[src/rtl/n64_pi_pkg.sv]
// Shared constants, fetch-state encoding and window decode for the N64 PI cart front end.
package n64_pi_pkg;

    localparam logic [31:0] ROM_BASE_DEFAULT      = 32'h1000_0000;
    localparam int          ROM_SIZE_LOG2_DEFAULT = 25;
    localparam int          SYNC_STAGES_DEFAULT   = 2;
    localparam int          PI_HW_WIDTH           = 16;

    typedef enum logic [1:0] {
        ST_IDLE = 2'd0,
        ST_REQ  = 2'd1,
        ST_REL  = 2'd2
    } fetch_state_t;

    // True when the full PI address falls inside the aligned ROM window at base.
    function automatic logic window_hit(input logic [31:0] addr,
                                        input logic [31:0] base,
                                        input int          size_log2);
        logic [31:0] mask_s;
        mask_s = ~((32'd1 << size_log2) - 32'd1);
        return (addr & mask_s) == base;
    endfunction

endpackage

[src/rtl/n64_pi_input_sync.sv]
// Synchronizer chain for the asynchronous PI inputs plus edge detection on the
// synchronized strobes; AD16 is delayed by the same depth so it stays aligned.
module n64_pi_input_sync
    import n64_pi_pkg::*;
#(
    parameter int SYNC_STAGES = SYNC_STAGES_DEFAULT
) (
    input  logic                   clk,
    input  logic                   rst,
    input  logic [PI_HW_WIDTH-1:0] ad_in,
    input  logic                   ale_h,
    input  logic                   ale_l,
    input  logic                   read_n,
    input  logic                   write_n,
    output logic [PI_HW_WIDTH-1:0] ad_sync,
    output logic                   ale_h_fall,
    output logic                   ale_l_fall,
    output logic                   read_fall,
    output logic                   read_rise,
    output logic                   write_rise
);

    // Bit order {write_n, read_n, ale_l, ale_h}; strobes idle high so reset creates no edge.
    localparam logic [3:0] CTL_IDLE = 4'b1100;

    logic [3:0]             ctl_pipe_r [SYNC_STAGES];
    logic [PI_HW_WIDTH-1:0] ad_pipe_r  [SYNC_STAGES];
    logic [3:0]             ctl_prev_r;
    logic [3:0]             ctl_s;

    // Shift inputs through the synchronizer and remember the last synchronized control value.
    always_ff @(posedge clk or posedge rst) begin
        if (rst) begin
            for (int i = 0; i < SYNC_STAGES; i++) begin
                ctl_pipe_r[i] <= CTL_IDLE;
                ad_pipe_r[i]  <= {PI_HW_WIDTH{1'b0}};
            end
            ctl_prev_r <= CTL_IDLE;
        end else begin
            ctl_pipe_r[0] <= {write_n, read_n, ale_l, ale_h};
            ad_pipe_r[0]  <= ad_in;
            for (int i = 1; i < SYNC_STAGES; i++) begin
                ctl_pipe_r[i] <= ctl_pipe_r[i-1];
                ad_pipe_r[i]  <= ad_pipe_r[i-1];
            end
            ctl_prev_r <= ctl_s;
        end
    end

    assign ctl_s      = ctl_pipe_r[SYNC_STAGES-1];
    assign ad_sync    = ad_pipe_r[SYNC_STAGES-1];
    assign ale_h_fall = ctl_prev_r[0] & ~ctl_s[0];
    assign ale_l_fall = ctl_prev_r[1] & ~ctl_s[1];
    assign read_fall  = ctl_prev_r[2] & ~ctl_s[2];
    assign read_rise  = ~ctl_prev_r[2] & ctl_s[2];
    assign write_rise = ~ctl_prev_r[3] & ctl_s[3];

endmodule

[src/rtl/n64_pi_read_frontend.sv]
// N64 PI cart ROM front end: address decode, one-word SDRAM prefetch, AD16 drive.
// Optional cart writes are enabled by defining N64_WRITE_EN.
module n64_pi_read_frontend
    import n64_pi_pkg::*;
#(
    parameter logic [31:0] ROM_BASE      = ROM_BASE_DEFAULT,
    parameter int          ROM_SIZE_LOG2 = ROM_SIZE_LOG2_DEFAULT,
    parameter int          SYNC_STAGES   = SYNC_STAGES_DEFAULT
) (
    input  logic                   clk,
    input  logic                   rst,
    input  logic [PI_HW_WIDTH-1:0] n64_ad_in,
    output logic [PI_HW_WIDTH-1:0] n64_ad_out,
    output logic                   n64_ad_oe,
    input  logic                   n64_ale_h,
    input  logic                   n64_ale_l,
    input  logic                   n64_read_n,
    input  logic                   n64_write_n,
    output logic                   readport_rd,
    output logic [31:0]            readport_addr,
    input  logic [PI_HW_WIDTH-1:0] readport_data,
    input  logic                   readport_ack,
    output logic                   writeport_wr,
    output logic [31:0]            writeport_addr,
    output logic [PI_HW_WIDTH-1:0] writeport_data,
    input  logic                   writeport_ack,
    output logic                   underrun_err
);

    localparam int               OFF_W    = ROM_SIZE_LOG2;
    localparam logic [OFF_W-1:0] OFF_STEP = OFF_W'(32'd2);

    logic [PI_HW_WIDTH-1:0] ad_sync_s;
    logic                   ale_h_fall_s;
    logic                   ale_l_fall_s;
    logic                   read_fall_s;
    logic                   read_rise_s;
    logic                   write_rise_s;
    logic [31:0]            ale_addr_s;
    logic                   wr_idle_s;
    logic                   wr_take_s;

    logic [PI_HW_WIDTH-1:0] addr_hi_r;
    logic                   hit_r;
    logic [OFF_W-1:0]       cur_off_r;
    logic [PI_HW_WIDTH-1:0] buf_r;
    logic                   buf_valid_r;
    logic                   fetch_pend_r;
    logic                   stale_r;
    fetch_state_t           rd_state_r;

    n64_pi_input_sync #(
        .SYNC_STAGES (SYNC_STAGES)
    ) u_sync (
        .clk        (clk),
        .rst        (rst),
        .ad_in      (n64_ad_in),
        .ale_h      (n64_ale_h),
        .ale_l      (n64_ale_l),
        .read_n     (n64_read_n),
        .write_n    (n64_write_n),
        .ad_sync    (ad_sync_s),
        .ale_h_fall (ale_h_fall_s),
        .ale_l_fall (ale_l_fall_s),
        .read_fall  (read_fall_s),
        .read_rise  (read_rise_s),
        .write_rise (write_rise_s)
    );

    assign ale_addr_s = {addr_hi_r, ad_sync_s};

`ifdef N64_WRITE_EN
    fetch_state_t wr_state_r;
    logic         wr_pend_r;

    assign wr_idle_s = !wr_pend_r && (wr_state_r == ST_IDLE);
    assign wr_take_s = write_rise_s && hit_r && !ale_l_fall_s;
`else
    logic unused_s;

    assign wr_idle_s      = 1'b1;
    assign wr_take_s      = 1'b0;
    assign writeport_wr   = 1'b0;
    assign writeport_addr = 32'd0;
    assign writeport_data = {PI_HW_WIDTH{1'b0}};
    assign unused_s       = ^{writeport_ack, write_rise_s};
`endif

    // Fetch FSM, PI strobe service and address capture; later statements take priority.
    always_ff @(posedge clk or posedge rst) begin
        if (rst) begin
            n64_ad_out    <= {PI_HW_WIDTH{1'b0}};
            n64_ad_oe     <= 1'b0;
            readport_rd   <= 1'b0;
            readport_addr <= 32'd0;
            underrun_err  <= 1'b0;
            addr_hi_r     <= {PI_HW_WIDTH{1'b0}};
            hit_r         <= 1'b0;
            cur_off_r     <= {OFF_W{1'b0}};
            buf_r         <= {PI_HW_WIDTH{1'b0}};
            buf_valid_r   <= 1'b0;
            fetch_pend_r  <= 1'b0;
            stale_r       <= 1'b0;
            rd_state_r    <= ST_IDLE;
`ifdef N64_WRITE_EN
            writeport_wr   <= 1'b0;
            writeport_addr <= 32'd0;
            writeport_data <= {PI_HW_WIDTH{1'b0}};
            wr_state_r     <= ST_IDLE;
            wr_pend_r      <= 1'b0;
`endif
        end else begin
            case (rd_state_r)
                ST_IDLE: begin
                    // Never launch against an address that is being replaced this cycle.
                    if (fetch_pend_r && !buf_valid_r && !readport_ack && !ale_l_fall_s
                        && wr_idle_s && !wr_take_s) begin
                        readport_rd   <= 1'b1;
                        readport_addr <= {{(32-OFF_W){1'b0}}, cur_off_r};
                        fetch_pend_r  <= 1'b0;
                        stale_r       <= 1'b0;
                        rd_state_r    <= ST_REQ;
                    end
                end
                ST_REQ: begin
                    if (readport_ack) begin
                        buf_r <= readport_data;
                        if (!stale_r && !ale_l_fall_s && !wr_take_s) begin
                            buf_valid_r <= 1'b1;
                        end
                        readport_rd <= 1'b0;
                        rd_state_r  <= ST_REL;
                    end
                end
                ST_REL: begin
                    if (!readport_ack) begin
                        rd_state_r <= ST_IDLE;
                    end
                end
                default: rd_state_r <= ST_IDLE;
            endcase

`ifdef N64_WRITE_EN
            // Writes start only once the read side is idle.
            case (wr_state_r)
                ST_IDLE: begin
                    if (wr_pend_r && (rd_state_r == ST_IDLE) && !writeport_ack) begin
                        writeport_wr <= 1'b1;
                        wr_pend_r    <= 1'b0;
                        wr_state_r   <= ST_REQ;
                    end
                end
                ST_REQ: begin
                    if (writeport_ack) begin
                        writeport_wr <= 1'b0;
                        wr_state_r   <= ST_REL;
                    end
                end
                ST_REL: begin
                    if (!writeport_ack) begin
                        wr_state_r <= ST_IDLE;
                    end
                end
                default: wr_state_r <= ST_IDLE;
            endcase
`endif

            if (read_fall_s && hit_r && !ale_l_fall_s) begin
                n64_ad_oe  <= 1'b1;
                n64_ad_out <= buf_r;
                if (buf_valid_r) begin
                    buf_valid_r  <= 1'b0;
                    cur_off_r    <= cur_off_r + OFF_STEP;
                    fetch_pend_r <= 1'b1;
                end else begin
                    underrun_err <= 1'b1;
                end
            end else if (read_rise_s) begin
                n64_ad_oe <= 1'b0;
            end

`ifdef N64_WRITE_EN
            if (wr_take_s) begin
                if (!wr_idle_s) begin
                    underrun_err <= 1'b1;
                end else begin
                    wr_pend_r      <= 1'b1;
                    writeport_addr <= {{(32-OFF_W){1'b0}}, cur_off_r};
                    writeport_data <= ad_sync_s;
                    cur_off_r      <= cur_off_r + OFF_STEP;
                    buf_valid_r    <= 1'b0;
                    fetch_pend_r   <= 1'b1;
                    if (rd_state_r != ST_IDLE) begin
                        stale_r <= 1'b1;
                    end
                end
            end
`endif

            if (ale_h_fall_s) begin
                addr_hi_r <= ad_sync_s;
            end
            if (ale_l_fall_s) begin
                hit_r        <= window_hit(ale_addr_s, ROM_BASE, ROM_SIZE_LOG2);
                cur_off_r    <= {ale_addr_s[OFF_W-1:1], 1'b0};
                fetch_pend_r <= window_hit(ale_addr_s, ROM_BASE, ROM_SIZE_LOG2);
                buf_valid_r  <= 1'b0;
                if (rd_state_r != ST_IDLE) begin
                    stale_r <= 1'b1;
                end
            end
        end
    end

endmodule

[config.mk]
export PLATFORM = sky130hd
export DESIGN_NAME = n64_pi_read_frontend
export DESIGN_NICKNAME = d
export VERILOG_FILES = /design/src/rtl/n64_pi_pkg.sv /design/src/rtl/n64_pi_input_sync.sv /design/src/rtl/n64_pi_read_frontend.sv
export SDC_FILE = /design/constraint.sdc
export NUM_CORES = 1
export LEC_CHECK = 0
export ABC_AREA = 0
export CAP_MARGIN = 20
export CORE_ASPECT_RATIO = 1.5
export CORE_MARGIN = 2
export CORE_UTILIZATION = 30
export DETAILED_ROUTE_END_ITERATION = 6
export DONT_BUFFER_PORTS = 1
export PLACE_DENSITY = 0.56
export SLEW_MARGIN = 20
export SYNTH_ARGS = -nofsm -noshare
export SYNTH_HDL_FRONTEND = slang
export SYNTH_SLANG_ARGS = --single-unit
[constraint.sdc]
create_clock -name clk -period 11.31 [get_ports clk]
set_input_delay 2.262 -clock clk [delete_from_list [all_inputs] [get_ports clk]]
set_output_delay 2.262 -clock clk [all_outputs]
set_load 0.03 [all_outputs]
[Word level (Yosys, flattened, before mapping)]
Cells that the tools add are included.
Storage, ports and cells
  bits in read-only memories: 0
  bits in writable memories: 0
  bits in latches: 0
  output and inout port bits: 100
  logic and storage cells: 83
  flip-flop bits (word level): 148
  memories kept: 0
  input port bits: 40
Cells by class
  shift operators: 0
  multiply operators: 0
  magnitude comparators: 0
  equal/unequal tests: 6
  bitwise operators: 9
  reductions and logical operators: 22
  divide/modulo/power cells: 0
  multiplexer cells: 27
  $add $sub $neg: 1
Operators with widths (count)
  $mux 25: 3
  $add 25x2->25 const B: 1
  $mux 1: 19
  $reduce_bool 2->1: 5
  $reduce_and 2->1: 4
  $eq 7x4->1 const B: 1
  $logic_and 1x1->1: 6
  $mux 2: 3
  $ne 2x2->1 const B: 3
  $pmux 2 s3: 1
  $reduce_and 3->1: 2
  $not 1->1: 5
  $and 1x1->1: 4
  $logic_not 1->1: 4
  $eq 2x1->1 const B: 1
  $eq 2x2->1 const B: 1
  $logic_not 2->1: 1
  $pmux 1 s2: 1

[Longest topological paths before layout]
  depth after elaboration: 10
  mapped depth: 6
  depth with buffers taken out: 5

[Hierarchy]
A second synthesis with hierarchy kept.
Second synthesis, totals
  cells, all modules: 496
  area, all modules: 6128.4 um^2
By module, submodules not included
  n64_pi_read_frontend: cells an instance 430, sequential area each 2627.5 um^2, area an instance 4862.2 um^2, times used 1
  n64_pi_input_sync: cells an instance 66, sequential area each 1108.6 um^2, area an instance 1266.2 um^2, times used 1

[Worst setup path after synthesis]
OpenSTA, ideal clock, no wires.
  path kind: input port to flip-flop
  from: input port readport_ack
  to: register readport_addr[10]
  path buffers: 1
  setup time: 125 ps
  required time: 11185 ps
  slack: 7859 ps
  stages: 4
  arrival time: 3327 ps
  cell sequence: nor3_1 > nand4_1 > clkbuf_1 > mux2_2
Between the ends
  word-level cells in the longest chain between the ends: 4
Ends and longest elaborated chain
  start, declared: RTL line n64_pi_read_frontend.sv:22  | input logic readport_ack,
  $logic_not 1->1
  $logic_and 1x1->1 (2 in series): RTL line n64_pi_read_frontend.sv:116  | if (fetch_pend_r && !buf_valid_r && !readport_ack && !ale_l_fall_s
  $reduce_and 2->1 (no line)
  end signal, assigned: RTL line n64_pi_read_frontend.sv:119  | readport_addr <= {{(32-OFF_W){1'b0}}, cur_off_r};
  end, declared: RTL line n64_pi_read_frontend.sv:20  | output logic [31:0] readport_addr,
No other way between the ends.
A chain may end at the register's enable or synchronous reset.

[Worst setup path after layout]
  from: input port readport_ack
  to: register buf_r[9]
Between the ends
  word-level cells in the longest chain between the ends: 1
Ends and longest elaborated chain
  $reduce_and 2->1 (no line)
  end signal, assigned: RTL line n64_pi_read_frontend.sv:100  | buf_r <= {PI_HW_WIDTH{1'b0}};
  end signal, assigned: RTL line n64_pi_read_frontend.sv:127  | buf_r <= readport_data;
  end, declared: RTL line n64_pi_read_frontend.sv:46  | logic [PI_HW_WIDTH-1:0] buf_r;
No other way between the ends.

==> impl_metrics.prom <==
# TYPE chip_impl_metric gauge
chip_impl_info{name="status",value="finished, final reports clean"} 1
chip_impl_metric{name="chipWidth",unit="um"} 119
chip_impl_metric{name="area_share_of_fa_ha_maj_cells_after_synthesis",unit="%"} 0.212
chip_impl_metric{name="synth.cell_area",unit="sq um"} 5910
chip_impl_info{name="min_delay_worst_type",value="flip-flop to flip-flop"} 1
chip_impl_metric{name="switching_share",unit="%"} 31.4
chip_impl_metric{name="grt_pass1_vias",unit=""} 3511
chip_impl_metric{name="gr-usage-all-layers",unit="%"} 11.7
chip_impl_metric{name="cp.arrival",unit="ps"} 3560
chip_impl_metric{name="num-nets-final",unit=""} 531
chip_impl_metric{name="combined_buffer_and_inverter_count_along_the_critical_path",unit=""} 0
chip_impl_info{name="cts_tree",value="built"} 1
chip_impl_metric{name="drt_pass1_iterations",unit=""} 5
chip_impl_metric{name="flops_latches_synth",unit=""} 146
chip_impl_metric{name="finalWirelength",unit="um"} 11800
chip_impl_metric{name="critical-path-max-stage-delay",unit="ps"} 710
chip_impl_metric{name="yosys_warnings",unit=""} 0
chip_impl_metric{name="nFillCells",unit=""} 1906
chip_impl_metric{name="worst_ep_required_time",unit="ps"} 11600
chip_impl_metric{name="cts-root-to-sink-buffers",unit=""} 2
chip_impl_metric{name="leakage",unit="nW"} 3.03
chip_impl_metric{name="finalMaxSlewViolations",unit=""} 0
chip_impl_metric{name="cap_violations",unit=""} 0
chip_impl_metric{name="resized_after_cts",unit=""} 0
chip_impl_metric{name="layout_worst_path_cycle_share",unit="%"} 28.9
chip_impl_metric{name="antenna_found_initial",unit=""} 0
chip_impl_metric{name="grt-ovfl-total",unit=""} 0
chip_impl_metric{name="fin_crit",unit="ps"} 3270
chip_impl_info{name="synth_most_common_cell",value="dfrtp_1"} 1
chip_impl_metric{name="number_of_buffers_added_on_ports",unit=""} 0
chip_impl_metric{name="initial_utilization",unit="%"} 30.7
chip_impl_metric{name="power.sequential.fraction",unit="%"} 53.4
chip_impl_metric{name="n_antenna_cell",unit=""} 0
chip_impl_metric{name="final.hold.worst_slack",unit="ps"} 346
chip_impl_metric{name="synth.yosys.seq_area_share",unit="%"} 61.9
chip_impl_metric{name="routed-wl-met3",unit="um"} 761
chip_impl_metric{name="clkSinkCount",unit=""} 146
chip_impl_metric{name="worst_slew_pin_slew",unit="ps"} 1080
chip_impl_info{name="synth_top_cell_by_area",value="dfrtp_1"} 1
chip_impl_metric{name="drt_drc_violations_left",unit=""} 0
chip_impl_metric{name="synth_top_area_share",unit="%"} 60.5
chip_impl_metric{name="wl_met2",unit="um"} 6420
chip_impl_metric{name="placed_cells_incl_taps",unit=""} 727
chip_impl_info{name="critical_path.top_delay_family",value="simple AND/OR/NAND/NOR gates"} 1
chip_impl_metric{name="htree_num_levels",unit=""} 4
chip_impl_metric{name="timing.clock.skew",unit="ps"} 8.65
chip_impl_metric{name="max_slew_margin",unit="%"} 28.1
chip_impl_metric{name="synth-xor-area-share",unit="%"} 1.78
chip_impl_metric{name="die-area",unit="sq um"} 20900
chip_impl_metric{name="final-hold-violation-count",unit=""} 0
chip_impl_metric{name="post_drt_wl_per_cell",unit="um"} 15.6
chip_impl_metric{name="ys_types",unit=""} 41
chip_impl_metric{name="power.density",unit="nW/um^2"} 232
chip_impl_metric{name="seqCellArea",unit="sq um"} 3660
chip_impl_info{name="cts-root-buf",value="clkbuf_16"} 1
chip_impl_metric{name="detail_route.iter0.violations",unit=""} 121
chip_impl_info{name="critical_path.cell_chain",value="nand3b_1 > mux2_2"} 1
chip_impl_metric{name="postCtsSetupRepairBufs",unit=""} 0
chip_impl_metric{name="pwr-share-clk",unit="%"} 36.7
chip_impl_info{name="dr.max_layer_used",value="met4"} 1
chip_impl_metric{name="via_per_inst",unit=""} 4.51
chip_impl_metric{name="switching_power",unit="mW"} 0.479
chip_impl_metric{name="worst_ir_drop_on_vdd",unit="mV"} 0.105
chip_impl_metric{name="setup_violations",unit=""} 0
chip_impl_metric{name="num_rows",unit=""} 62
chip_impl_metric{name="ant_nets",unit=""} 0
chip_impl_metric{name="ioPinCount",unit=""} 140
chip_impl_info{name="synth.top_cells.by_area",value="dfrtp_1 (61%), mux2_2 (10%), buf_4 (7.2%), nand2_1 (4.8%), o21ai_0 (1.5%)"} 1
chip_impl_metric{name="setup-tns-final",unit="ps"} 0
chip_impl_metric{name="critical_path_peak_fanout",unit=""} 18
chip_impl_metric{name="numCtsBuffers",unit=""} 17
chip_impl_info{name="synth_top_family_by_area",value="simple AND/OR/NAND/NOR gates"} 1
chip_impl_metric{name="total_core_area",unit="sq um"} 19200
chip_impl_info{name="cp-start-kind",value="primary input"} 1
chip_impl_metric{name="area_growth_syn_to_layout",unit="%"} 11.3
chip_impl_info{name="timing.setup.critical_path_class",value="primary input to flip-flop"} 1
chip_impl_metric{name="holdBufCountCts",unit=""} 0
chip_impl_metric{name="drt-met1-wl",unit="um"} 4390
chip_impl_info{name="worst_path_max_delay_cell",value="nand3b_1"} 1
chip_impl_info{name="worst_setup_path_end_kind",value="flip-flop"} 1
chip_impl_metric{name="fraction_of_final_layout_cells_sized_beyond_drive_strength_1",unit="%"} 19.3
chip_impl_metric{name="post_detailed_placement_half_perimeter_wirelength",unit="um"} 8250
chip_impl_metric{name="place.gp.congestion",unit=""} 0.801
chip_impl_metric{name="total_area_of_multi_input_combinational_cells",unit="sq um"} 1960
chip_impl_metric{name="achievable-frequency",unit="GHz"} 0.306
chip_impl_metric{name="chipHeight",unit="um"} 176
chip_impl_metric{name="via_count",unit=""} 3426
chip_impl_info{name="synth_ff_type",value="dfrtp_1"} 1
chip_impl_metric{name="synth-edff-count",unit=""} 0
chip_impl_metric{name="fraction_of_the_mapped_netlist_area_in_compound_gates",unit="%"} 4.42
chip_impl_info{name="grt_setup_unrepaired",value="no"} 1
chip_impl_metric{name="post_synth_inst_count",unit=""} 487
chip_impl_metric{name="post_synth_and_or_nand_nor_area_fraction",unit="%"} 12.5
chip_impl_metric{name="share_comb_of_total_power",unit="%"} 9.9
chip_impl_metric{name="syn_avg_cell_area",unit="sq um"} 12.1
chip_impl_metric{name="postSynth.asyncResetShare",unit="%"} 100
chip_impl_metric{name="regToRegSetupSlack",unit="ps"} 9070
chip_impl_metric{name="first_pass_grt_wire_length",unit="um"} 18700
chip_impl_metric{name="insertion_delay",unit="ps"} 420
chip_impl_metric{name="internal-power",unit="mW"} 1.05
chip_impl_metric{name="post_synth_mux_area_share",unit="%"} 10.5
chip_impl_metric{name="maximum_number_of_pins_on_one_net_before_global_route_repair",unit=""} 82
chip_impl_info{name="synth.cells.most_frequent",value="dfrtp_1 (143), nand2_1 (76), buf_4 (57)"} 1
chip_impl_metric{name="path_clk_slew",unit="ps"} 60
chip_impl_metric{name="fin_cells",unit=""} 759
-- state kept, by name (all words and copies together) (netlist names), 2 cells and up --
signal and cells:
u_sync.ctl_prev_r 3, n64_ad_out 16, u_sync.ctl_pipe_r 3, readport_addr 24, addr_hi_r 16, u_sync.ad_pipe_r 16
buf_r 16, u_sync.ad_sync 16, u_sync.ctl_s 3, rd_state_r 2, cur_off_r 24
-- cells in the final DEF (no fill, tap or decap), types with 2 or more instances in the layout --
cell,instances
bufinv_16,3
xor2_1,6
clkinvlp_4,5
nand2_1,76
dfstp_2,3
nor3_1,5
a21o_1,2
nand4_1,8
or4_1,7
clkinv_2,4
buf_4,2
nor2_1,15
a31oi_1,11
clkinv_4,2
or3_1,7
and4_1,2
nand3_1,14
nand2b_1,3
xnor2_1,6
inv_1,3
dfrtp_1,143
conb_1,57
o31ai_1,4
clkbuf_16,17
nor2b_2,2
mux2_2,55
nor4_1,4
o21ai_0,18
-- final cells by class --
cell class	count	area share [%]
clock buffer	18	6.52
multi-input combinational	318	29.8
tap	256	4.87
inverter	4	0.304
clock inverter	14	2.51
sequential	146	55.6
timing repair buffer	3	0.399
-- cell families after synthesis --
| kind of cell | count (synthesis) |
|---|---|
| AND/OR/NAND/NOR | 151 |
| flip-flops | 146 |
| buffers and inverters | 79 |
| multiplexers | 55 |
| AO/OA/AOI/OAI | 42 |
| XOR/XNOR | 12 |
| adder cells (fa/ha/maj) | 1 |
| other | 1 |
-- path summary, 6_finish.rpt --
| kind | end | startpoint | cells past startpoint |
|---|---|---|---|
| worst min register to register | u_sync.ad_sync[12] | u_sync.ad_pipe_r[28] | 0 |
| worst min-delay path | u_sync.ad_sync[12] | u_sync.ad_pipe_r[28] | 0 |
| worst max-delay path | buf_r[9] | readport_ack | 2 |
| max in group asynchronous | u_sync.ad_pipe_r[20] | rst | 2 |
| worst max register to register | readport_addr[10] | u_sync.ctl_s[1] | 4 |
| min in group asynchronous | buf_r[15] | rst | 1 |
-- power groups by stage --
stage                     Clock [mW]  Sequential (mW)  Combinational, mW
after floorplan                    0            0.793              0.149
after global placement             0            0.822              0.145
after detailed placement           0            0.828              0.153
after CTS                      0.578            0.819              0.154
after global routing           0.600            0.831              0.170
final                          0.561            0.815              0.151
-- stage by stage --
step | worst slack [ps] | utilization [%] | total power [mW] | instance area [sq um]
floorplan | 5130 | - | 0.942 | 6120
global placement | 7570 | 31.1 | 0.967 | 5980
detailed placement | 7510 | 31.1 | 0.981 | 5980
CTS | 7970 | 34.2 | 1.55 | 6580
global route | 7960 | 34.2 | 1.60 | 6580
finish | 8040 | 34.2 | 1.53 | 6580
-- layer usage --
layer  GRT usage, %  vias up
li1               -     1563
met1           12.0     1716
met2           21.4      134
met3           3.33       13
met4           5.70        0
met5              0        -
Note: power is estimated with default switching activity, not from simulation.
